==> config.mk <==
export PLATFORM = sky130hd
export DESIGN_NAME = mgmt_phy_target_lock_mon
export DESIGN_NICKNAME = d
export VERILOG_FILES = /design/src/rtl/ltpi_pkg.sv /design/src/rtl/mgmt_consec_cnt.sv /design/src/rtl/mgmt_phy_target_lock_mon.sv
export SDC_FILE = /design/constraint.sdc
export NUM_CORES = 1
export LEC_CHECK = 0
export ABC_AREA = 0
export CAP_MARGIN = 20
export CORE_MARGIN = 8
export CORE_UTILIZATION = 60
export CTS_CLUSTER_DIAMETER = 200
export CTS_CLUSTER_SIZE = 8
export DETAILED_ROUTE_END_ITERATION = 10
export HOLD_SLACK_MARGIN = 0.05
export PLACE_DENSITY = 0.91
export SKIP_LAST_GASP = 1
export SYNTH_ARGS = -nofsm -noshare
export SYNTH_HDL_FRONTEND = slang
export SYNTH_SLANG_ARGS = --single-unit
==> constraint.sdc <==
create_clock -name clk -period 5.1 [get_ports clk]
set_clock_uncertainty 0.15 [all_clocks]
set_input_delay 1.53 -clock clk [delete_from_list [all_inputs] [get_ports clk]]
set_output_delay 1.53 -clock clk [all_outputs]
set_load 0.05 [all_outputs]
==> src/rtl/ltpi_pkg.sv <==
// Shared types and default thresholds for the LTPI target PHY management path.
package ltpi_pkg;

  typedef enum logic [3:0] {
    INIT                       = 4'd0,
    COMMA_HUNTING              = 4'd1,
    WAIT_LINK_DETECT_LOCKED    = 4'd2,
    WAIT_LINK_SPEED_LOCKED     = 4'd3,
    LINK_SPEED_CHANGE          = 4'd4,
    WAIT_LINK_ADVERTISE_LOCKED = 4'd5,
    WAIT_IN_ADVERTISE          = 4'd6,
    CONFIGURATION_OR_ACCEPT    = 4'd7,
    OPERATIONAL                = 4'd8,
    OPERATIONAL_RESET          = 4'd9,
    LINK_LOST_ERR              = 4'd10
  } rstate_t;

  typedef enum logic [3:0] {
    DETECT       = 4'd0,
    SPEED        = 4'd1,
    ADVERTISE    = 4'd2,
    CONFIGURE    = 4'd3,
    ACCEPT       = 4'd4,
    DEFAULT_IO   = 4'd5,
    DEFAULT_DATA = 4'd6
  } frame_type_t;

  localparam int DEF_DETECT_LOCK_CNT = 7;
  localparam int DEF_TX_DETECT_CNT   = 255;
  localparam int DEF_SPEED_LOCK_CNT  = 7;
  localparam int DEF_ADV_LOCK_CNT    = 7;
  localparam int DEF_CRC_LOSS_CNT    = 3;
  localparam int DEF_SPEED_TMO_CYC   = 60000;
  localparam int DEF_FRM_LOST_CYC    = 64;

  // States without a frame-type restriction accept everything.
  function automatic logic frame_legal(rstate_t st, frame_type_t ft);
    case (st)
      WAIT_LINK_DETECT_LOCKED, WAIT_LINK_SPEED_LOCKED:
        return (ft == DETECT) || (ft == SPEED);
      WAIT_LINK_ADVERTISE_LOCKED, WAIT_IN_ADVERTISE, CONFIGURATION_OR_ACCEPT:
        return (ft == ADVERTISE) || (ft == CONFIGURE) || (ft == ACCEPT);
      OPERATIONAL, OPERATIONAL_RESET:
        return (ft == DEFAULT_IO) || (ft == DEFAULT_DATA);
      default:
        return 1'b1;
    endcase
  endfunction

endpackage

==> src/rtl/mgmt_consec_cnt.sv <==
// Saturating consecutive-event counter; hit reports that the count is at MAX after this cycle.
module mgmt_consec_cnt #(
  parameter int MAX = 7,
  parameter int W   = $clog2(MAX + 1)
) (
  input  logic clk,
  input  logic reset_n,
  input  logic clr,
  input  logic inc,
  input  logic rst_cnt,
  output logic hit
);

  logic [W-1:0] cnt;
  logic [W-1:0] cnt_nxt;

  always_comb begin
    cnt_nxt = cnt;
    if (clr || rst_cnt)
      cnt_nxt = '0;
    else if (inc && (cnt != W'(MAX)))
      cnt_nxt = cnt + W'(1);
  end

  always_ff @(posedge clk) begin
    if (!reset_n)
      cnt <= '0;
    else
      cnt <= cnt_nxt;
  end

  // Next-value compare lets the owner register a sticky flag on the same edge.
  assign hit = (cnt_nxt == W'(MAX));

endmodule

==> src/rtl/mgmt_phy_target_lock_mon.sv <==
// RX lock / timeout / error qualifiers feeding the LTPI target PHY management FSM.
module mgmt_phy_target_lock_mon
  import ltpi_pkg::*;
#(
  parameter int DETECT_LOCK_CNT = DEF_DETECT_LOCK_CNT,
  parameter int TX_DETECT_CNT   = DEF_TX_DETECT_CNT,
  parameter int SPEED_LOCK_CNT  = DEF_SPEED_LOCK_CNT,
  parameter int ADV_LOCK_CNT    = DEF_ADV_LOCK_CNT,
  parameter int CRC_LOSS_CNT    = DEF_CRC_LOSS_CNT,
  parameter int SPEED_TMO_CYC   = DEF_SPEED_TMO_CYC,
  parameter int FRM_LOST_CYC    = DEF_FRM_LOST_CYC
) (
  input  logic        clk,
  input  logic        reset_n,
  input  rstate_t     LTPI_link_ST,
  input  logic        rx_frm_valid,
  input  logic        rx_frm_crc_err,
  input  frame_type_t rx_frm_type,
  input  logic        tx_frm_done,
  output logic        link_detect_locked,
  output logic        transmited_255_detect_frm,
  output logic        link_speed_locked,
  output logic        link_speed_timeout_detect,
  output logic        advertise_locked,
  output logic        crc_consec_loss,
  output logic        frame_crc_err,
  output logic        unexpected_frame_error,
  output logic        operational_frm_lost_error
);

  localparam int TMO_W = $clog2(SPEED_TMO_CYC + 1);
  localparam int GAP_W = $clog2(FRM_LOST_CYC + 2);

  rstate_t          st_prev;
  logic             chg, vld, good, bad, tx;
  logic             in_det, in_spd, in_adv, crc_act;
  logic             det_inc, spd_inc, adv_inc;
  logic             det_hit, spd_hit, adv_hit, crc_hit, tx_hit;
  logic [TMO_W-1:0] tmo_cnt;
  logic [GAP_W-1:0] gap_cnt;

  // Events in the cycle the state changes belong to the old state and are dropped.
  assign chg  = (LTPI_link_ST != st_prev);
  assign vld  = rx_frm_valid & ~chg;
  assign good = vld & ~rx_frm_crc_err;
  assign bad  = vld & rx_frm_crc_err;
  assign tx   = tx_frm_done & ~chg;

  assign in_det  = (LTPI_link_ST == WAIT_LINK_DETECT_LOCKED);
  assign in_spd  = (LTPI_link_ST == WAIT_LINK_SPEED_LOCKED);
  assign in_adv  = (LTPI_link_ST == WAIT_LINK_ADVERTISE_LOCKED) ||
                   (LTPI_link_ST == WAIT_IN_ADVERTISE);
  assign crc_act = !((LTPI_link_ST == INIT) || (LTPI_link_ST == COMMA_HUNTING) ||
                     (LTPI_link_ST == LINK_LOST_ERR) || (LTPI_link_ST == LINK_SPEED_CHANGE));

  assign det_inc = in_det & good & (rx_frm_type == DETECT);
  assign spd_inc = in_spd & good & (rx_frm_type == SPEED);
  assign adv_inc = in_adv & good & (rx_frm_type == ADVERTISE);

  mgmt_consec_cnt #(.MAX(DETECT_LOCK_CNT)) u_det_cnt (
    .clk(clk), .reset_n(reset_n), .clr(chg),
    .inc(det_inc), .rst_cnt(in_det & vld & ~det_inc), .hit(det_hit));

  mgmt_consec_cnt #(.MAX(SPEED_LOCK_CNT)) u_spd_cnt (
    .clk(clk), .reset_n(reset_n), .clr(chg),
    .inc(spd_inc), .rst_cnt(in_spd & vld & ~spd_inc), .hit(spd_hit));

  mgmt_consec_cnt #(.MAX(ADV_LOCK_CNT)) u_adv_cnt (
    .clk(clk), .reset_n(reset_n), .clr(chg),
    .inc(adv_inc), .rst_cnt(in_adv & vld & ~adv_inc), .hit(adv_hit));

  mgmt_consec_cnt #(.MAX(CRC_LOSS_CNT)) u_crc_cnt (
    .clk(clk), .reset_n(reset_n), .clr(chg),
    .inc(crc_act & bad), .rst_cnt(crc_act & good), .hit(crc_hit));

  mgmt_consec_cnt #(.MAX(TX_DETECT_CNT)) u_tx_cnt (
    .clk(clk), .reset_n(reset_n), .clr(chg),
    .inc(in_det & tx), .rst_cnt(1'b0), .hit(tx_hit));

  always_ff @(posedge clk) begin
    if (!reset_n) begin
      st_prev                    <= INIT;
      tmo_cnt                    <= '0;
      gap_cnt                    <= '0;
      link_detect_locked         <= 1'b0;
      transmited_255_detect_frm  <= 1'b0;
      link_speed_locked          <= 1'b0;
      link_speed_timeout_detect  <= 1'b0;
      advertise_locked           <= 1'b0;
      crc_consec_loss            <= 1'b0;
      frame_crc_err              <= 1'b0;
      unexpected_frame_error     <= 1'b0;
      operational_frm_lost_error <= 1'b0;
    end else begin
      st_prev                <= LTPI_link_ST;
      frame_crc_err          <= bad;
      unexpected_frame_error <= good & ~frame_legal(LTPI_link_ST, rx_frm_type);
      if (chg) begin
        tmo_cnt                    <= '0;
        gap_cnt                    <= '0;
        link_detect_locked         <= 1'b0;
        transmited_255_detect_frm  <= 1'b0;
        link_speed_locked          <= 1'b0;
        link_speed_timeout_detect  <= 1'b0;
        advertise_locked           <= 1'b0;
        crc_consec_loss            <= 1'b0;
        operational_frm_lost_error <= 1'b0;
      end else begin
        link_detect_locked        <= link_detect_locked | det_hit;
        transmited_255_detect_frm <= transmited_255_detect_frm | tx_hit;
        link_speed_locked         <= link_speed_locked | spd_hit;
        advertise_locked          <= advertise_locked | adv_hit;
        crc_consec_loss           <= crc_consec_loss | crc_hit;
        // A lock landing on the expiry cycle suppresses the timeout.
        if (in_spd && !link_speed_locked) begin
          if ((tmo_cnt == TMO_W'(SPEED_TMO_CYC - 1)) && !spd_hit)
            link_speed_timeout_detect <= 1'b1;
          if (tmo_cnt != TMO_W'(SPEED_TMO_CYC))
            tmo_cnt <= tmo_cnt + TMO_W'(1);
        end
        if (LTPI_link_ST == OPERATIONAL) begin
          if (vld) begin
            gap_cnt <= '0;
          end else begin
            if (gap_cnt != GAP_W'(FRM_LOST_CYC + 1))
              gap_cnt <= gap_cnt + GAP_W'(1);
            if (gap_cnt >= GAP_W'(FRM_LOST_CYC))
              operational_frm_lost_error <= 1'b1;
          end
        end
      end
    end
  end

endmodule
Word-level counts from Yosys, hierarchy flattened:

Cells that the tools add are included.

* RAM bits: 0
* output and inout port bits: 9
* word-level logic and storage cells: 135
* register bits after elaboration: 55
* latch bits: 0
* input port bits: 13
* memory bits (read-only): 0
* memories kept: 0

* $mul: 0
* div/mod/pow operators: 0
* equal/unequal tests: 30
* reductions and logical operators: 33
* multiplexer cells: 14
* shifts and indexed selects: 0
* order comparisons: 1
* add/sub/neg operators: 7
* bitwise gates (word level): 33

Operators by type and width (count)
* $eq 4x3->1 const B: 7
* $and 1x1->1: 20
* $mux 3: 6
* $add 16x1->16 const B: 1
* $eq 16x16->1 const B: 1
* $eq 4x2->1 const B: 4
* $mux 8: 2
* $ne 16x16->1 const B: 1
* $mux 7: 2
* $eq 4x4->1 const B: 3
* $logic_or 1x1->1: 12
* $add 3x1->3 const B: 3
* $eq 3x3->1 const B: 3
* $ne 3x3->1 const B: 3
* $add 8x1->8 const B: 1
* $eq 4x1->1 const B: 2
* $eq 8x8->1 const B: 1
* $logic_not 4->1: 2
* $ne 8x8->1 const B: 1
* $not 1->1: 8
* $add 7x1->7 const B: 1
* $ge 7x7->1 const B: 1
* $logic_and 1x1->1: 7
* $ne 7x7->1 const B: 1
* other kinds (14): 25

Longest topological paths before layout:

* depth after elaboration: 14
* mapped depth: 8
* mapped depth without buffers: 7

Modules after synthesis:

From an unflattened synthesis, not the netlist that was laid out.

* cells, all modules: 378
* area total of the unflattened synthesis: 3238.1 µm²

Modules (own cells, without submodules)
* mgmt_phy_target_lock_mon: area an instance 2063.2 µm², cells an instance 245, sequential area each 720.7 µm², times used 1
* mgmt_consec_cnt at u_tx_cnt: area an instance 528.0 µm², cells an instance 62, sequential area each 160.2 µm², times used 1
* mgmt_consec_cnt at u_det_cnt ...: area an instance 167.7 µm², cells an instance 19, sequential area each 60.1 µm², times used 2
* mgmt_consec_cnt at u_adv_cnt: area an instance 191.4 µm², cells an instance 19, sequential area each 60.1 µm², times used 1
* mgmt_consec_cnt at u_crc_cnt: area an instance 120.1 µm², cells an instance 14, sequential area each 40.0 µm², times used 1

Worst setup path before layout:

Ideal clock, no wire load.

* path kind: input-to-reg
* start: in rx_frm_type[0]
* end: reg advertise_locked
* required time: 4.818 ns
* buffers on the path: 0
* setup slack: 1.816 ns
* stages on the path: 5
* data arrival time: 3.002 ns
* library setup time: 0.132 ns
* cells stage by stage: or4b_1 or4_4 o21a_1 o21ai_1 a21oi_1

* cells in the longest elaborated chain, start to end: 8
* elaborated cells between the ends (all ways): 10
* classes of those cells: eq/ne: 2; mux: 2; bitwise: 4; reduce/logical: 2

RTL lines
* start: declaration: RTL line mgmt_phy_target_lock_mon.sv:18 `input frame_type_t rx_frm_type,`
* $eq 4x2->1 *: RTL line mgmt_phy_target_lock_mon.sv:58 `assign adv_inc = in_adv & good & (rx_frm_type == ADVERTISE);`
* $and 1x1->1 *: RTL line mgmt_phy_target_lock_mon.sv:58
* $not 1->1: RTL line mgmt_phy_target_lock_mon.sv:70 `.inc(adv_inc), .rst_cnt(in_adv & vld & ~adv_inc), .hit(adv_hit));`
* $and 1x1->1: RTL line mgmt_phy_target_lock_mon.sv:70
* $logic_or 1x1->1: RTL line mgmt_consec_cnt.sv:19 `if (clr || rst_cnt)`
* $mux 3 *: RTL line mgmt_consec_cnt.sv:19
* $eq 3x3->1 *: RTL line mgmt_consec_cnt.sv:33 `assign hit = (cnt_nxt == W'(MAX));`
* $or 1x1->1 *: RTL line mgmt_phy_target_lock_mon.sv:112 `advertise_locked <= advertise_locked | adv_hit;`
* end signal: assignment: RTL line mgmt_phy_target_lock_mon.sv:112
* end: declaration: RTL line mgmt_phy_target_lock_mon.sv:24 `output logic advertise_locked,`

Mark *: on every way between the ends. The rest lies on a longest branch, timed or not.
A chain may end at the register's enable or synchronous reset.

Worst setup path after layout:

* start: in LTPI_link_ST[1]
* end: reg gap_cnt[1]

* cells in the longest elaborated chain, start to end: 5
* elaborated cells between the ends (all ways): 8
* classes of those cells: eq/ne: 2; mux: 1; bitwise: 2; reduce/logical: 3

RTL lines
* start: declaration: RTL line mgmt_phy_target_lock_mon.sv:15 `input rstate_t LTPI_link_ST,`
* $ne 4x4->1: RTL line mgmt_phy_target_lock_mon.sv:43 `assign chg = (LTPI_link_ST != st_prev);`
* $not 1->1: RTL line mgmt_phy_target_lock_mon.sv:44 `assign vld = rx_frm_valid & ~chg;`
* $and 1x1->1: RTL line mgmt_phy_target_lock_mon.sv:44
* $reduce_bool 2->1 (no source line)
* $reduce_and 2->1 (no source line)
* end signal: assignment: RTL line mgmt_phy_target_lock_mon.sv:126 `gap_cnt <= gap_cnt + GAP_W'(1);`
* end: declaration: RTL line mgmt_phy_target_lock_mon.sv:40 `logic [GAP_W-1:0] gap_cnt;`

Parallel ways exist; a longest one is shown, timed or not.

==> metrics.txt <==
PortBufs 21; Clk Latency, worst-skew pair 0.32 ns; Worst setup startpoint LTPI_link_ST[1]; Cell Pwr Density 221.6 nW/um^2; post-synthesis average cell area 8.615 um^2; Rel. slew slack 0.4868; DR vias/cell 5.763; post-route ant nets 0; H-tree levels 2; largest net degree at the start of global routing 28; vias in the first global route 2,448; commonest non-fill, non-tap cell in the layout dfxtp_1; CP Class in -> reg; Tcrit/Tclk final 0.7534; setup TNS 0 ns; worst path cell trace clkdlybuf4s50_1 -> xnor2_1 -> and4_1 -> and2_0 -> o21ai_1 -> a211oi_1; synthesized flop and latch total 55; CTS tree built; delay-heaviest family, CP simple AND/OR/NAND/NOR gates; Final Wtd Congestion 0.8647; clk sink count 55; wire length of the first global-routing pass 10.76 mm; clk buf depth 2; slowest CP cell clkdlybuf4s50_1; Root Buffer clkbuf_8; max cap viols 0; Leakage 0.0009690 uW; Mapped Cells 341; DPL Wire Length 4.580 mm; IO Count 22; CP max stage delay 0.67 ns; RSZ-0062 raised after global routing false; most frequent cells in the layout dfxtp_1 (55), nor2_1 (44), xnor2_1 (28), nand2_1 (25), clkdlybuf4s50_1 (21); antenna cells 0; Netlist cell types 58; CP max FO 16; Setup crit end kind flip-flop; DRC Markers 0; crit path DAT 3.93 ns; post-route setup slack 1.258 ns; CP required 5.19 ns; final number of setup-violating endpoints 0; Max Clock Freq 260.3 MHz; layout cells sized above 1 0.06128; final wirelength 6.047 mm; grt ovf 0; pre-CTS WS 0.9107 ns; cell row count 25; post-CTS sizing 0; number of buffer and inverter stages on the critical path 1; Primary FF master, synth dfxtp_1; Area growth, synth to finish 11.46%; yosys warns 0; Vert. Die Dim 85.98 um; initial core utilization 0.6220; DIE AREA 7392 um^2; Seq/Total Area, Yosys 0.3748; vias after detailed routing 2,455; syn_nets 366; Final Hold Viols 0; RR Startpoint u_adv_cnt.cnt[0]$_SDFF_PN0_; worst min path class reg -> reg; worst vdd ir 144.1 uV; Final Max Tran Viols 0; Setup Buffers After CTS 0; # nets final 383; CP Launch Type input pin; min cycle time layout 3.842 ns; outcome completed; initial antenna violation count 0; number of synthesized flops with an enable pin 0; share of async-settable or async-resettable flops after synthesis 0; Core ar. 4723 um^2; Initial DRT Pass Iterations 4; Routed WL per cell 14.19 um; Final Cell Area 3274 um^2; CTS Hold Bufs 0; Die Width 85.98 um; DRT iter0 DRCs 179; Worst-path clk slew 0.09 ns; Total GRT Usage 0.1778; worst-margin pin slew 0.7591 ns; worst hold start link_speed_timeout_detect$_SDFFE_PP0P_; Post-Place Cell Area 3189 um^2; Syn Std Cell Area 2938 um^2; CTS Buf Count 5
==> power by group <==
part	leakage [uW]	switching, uW	internal (uW)
Clock	0.0000412	143	96.3
Sequential	0.000444	1.06	431
Combinational	0.000484	32.0	22.2
==> metrics by stage <==
stage	hold WS [ns]	util	std cells	total power, uW
after global placement	0.2835	0.6752	418	494.6
after floorplan	0.3114	-	341	475.9
after detailed placement	0.2997	0.6752	418	495.7
final	0.3133	0.6932	426	725.7
after global routing	0.3305	0.6932	426	752.3
after CTS	0.3127	0.6932	426	730.4
==> final timing paths <==
| path | to | slack [ns] | cells past startpoint |
|---|---|---|---|
| max | gap_cnt[1]$_SDFFE_PP0P_ | 1.26 | 6 |
| min | link_speed_timeout_detect$_SDFFE_PP0P_ | 0.31 | 2 |
| max reg2reg | advertise_locked$_SDFF_PP0_ | 2.71 | 7 |
| min reg2reg | link_speed_timeout_detect$_SDFFE_PP0P_ | 0.31 | 2 |
==> worst reg2reg max path, cell delays in order (launching register included) <==
cell	delay (ns)
dfxtp_1	0.38
ha_1	0.23
ha_1	0.17
or3b_2	0.43
or4_4	0.48
o21a_1	0.19
o21ai_1	0.16
a21oi_1	0.09
==> metal layers <==
layer / global-route usage / vias to the layer above / wire, um
li1: - / 1239 / -
met5: 0 / - / 0
met3: 0.03152 / 10 / 220
met1: 0.2034 / 1157 / 2638
met2: 0.3107 / 49 / 3102
met4: 0.08439 / 0 / 86
==> layout make-up <==
class | instances | area, um^2
Sequential cell | 55 | 1101
Tap cell | 67 | 83.83
Clock buffer | 6 | 72.57
Inverter | 15 | 56.30
Clock inverter | 2 | 12.51
Timing Repair Buffer | 22 | 217.7
Fill cell | 348 | 1449
Multi-Input combinational cell | 259 | 1730
==> sequential cells by signal (all words and copies together), names as in the netlist, 2 cells and up <==
name and flops:
tmo_cnt 16, u_tx_cnt.cnt 8, gap_cnt 7, st_prev 4
u_adv_cnt.cnt 3, u_det_cnt.cnt 3, u_spd_cnt.cnt 3, u_crc_cnt.cnt 2
==> cells by family after synthesis <==
| family | count (synthesis) | synth area share |
|---|---|---|
| compound gates | 49 | 0.1124 |
| xor+xnor | 35 | 0.1043 |
| fa+ha+maj | 12 | 0.05111 |
| buf+inv | 27 | 0.03620 |
| flops | 55 | 0.3748 |
| mux | 7 | 0.02428 |
| simple gates | 156 | 0.2969 |
==> cell usage after synthesis (8+ instances only) <==
cell / instances / area share
nor2_1: 44 / 0.056
inv_1: 15 / 0.019
and2_1: 8 / 0.017
nand3_1: 10 / 0.017
xnor2_1: 28 / 0.083
clkbuf_1: 8 / 0.010
nor3_1: 11 / 0.019
a21oi_1: 13 / 0.022
nand4_1: 13 / 0.028
nand2_1: 25 / 0.032
dfxtp_1: 55 / 0.37
ha_1: 12 / 0.051
o21ai_0: 9 / 0.015
(Power assumes the default switching activity.)
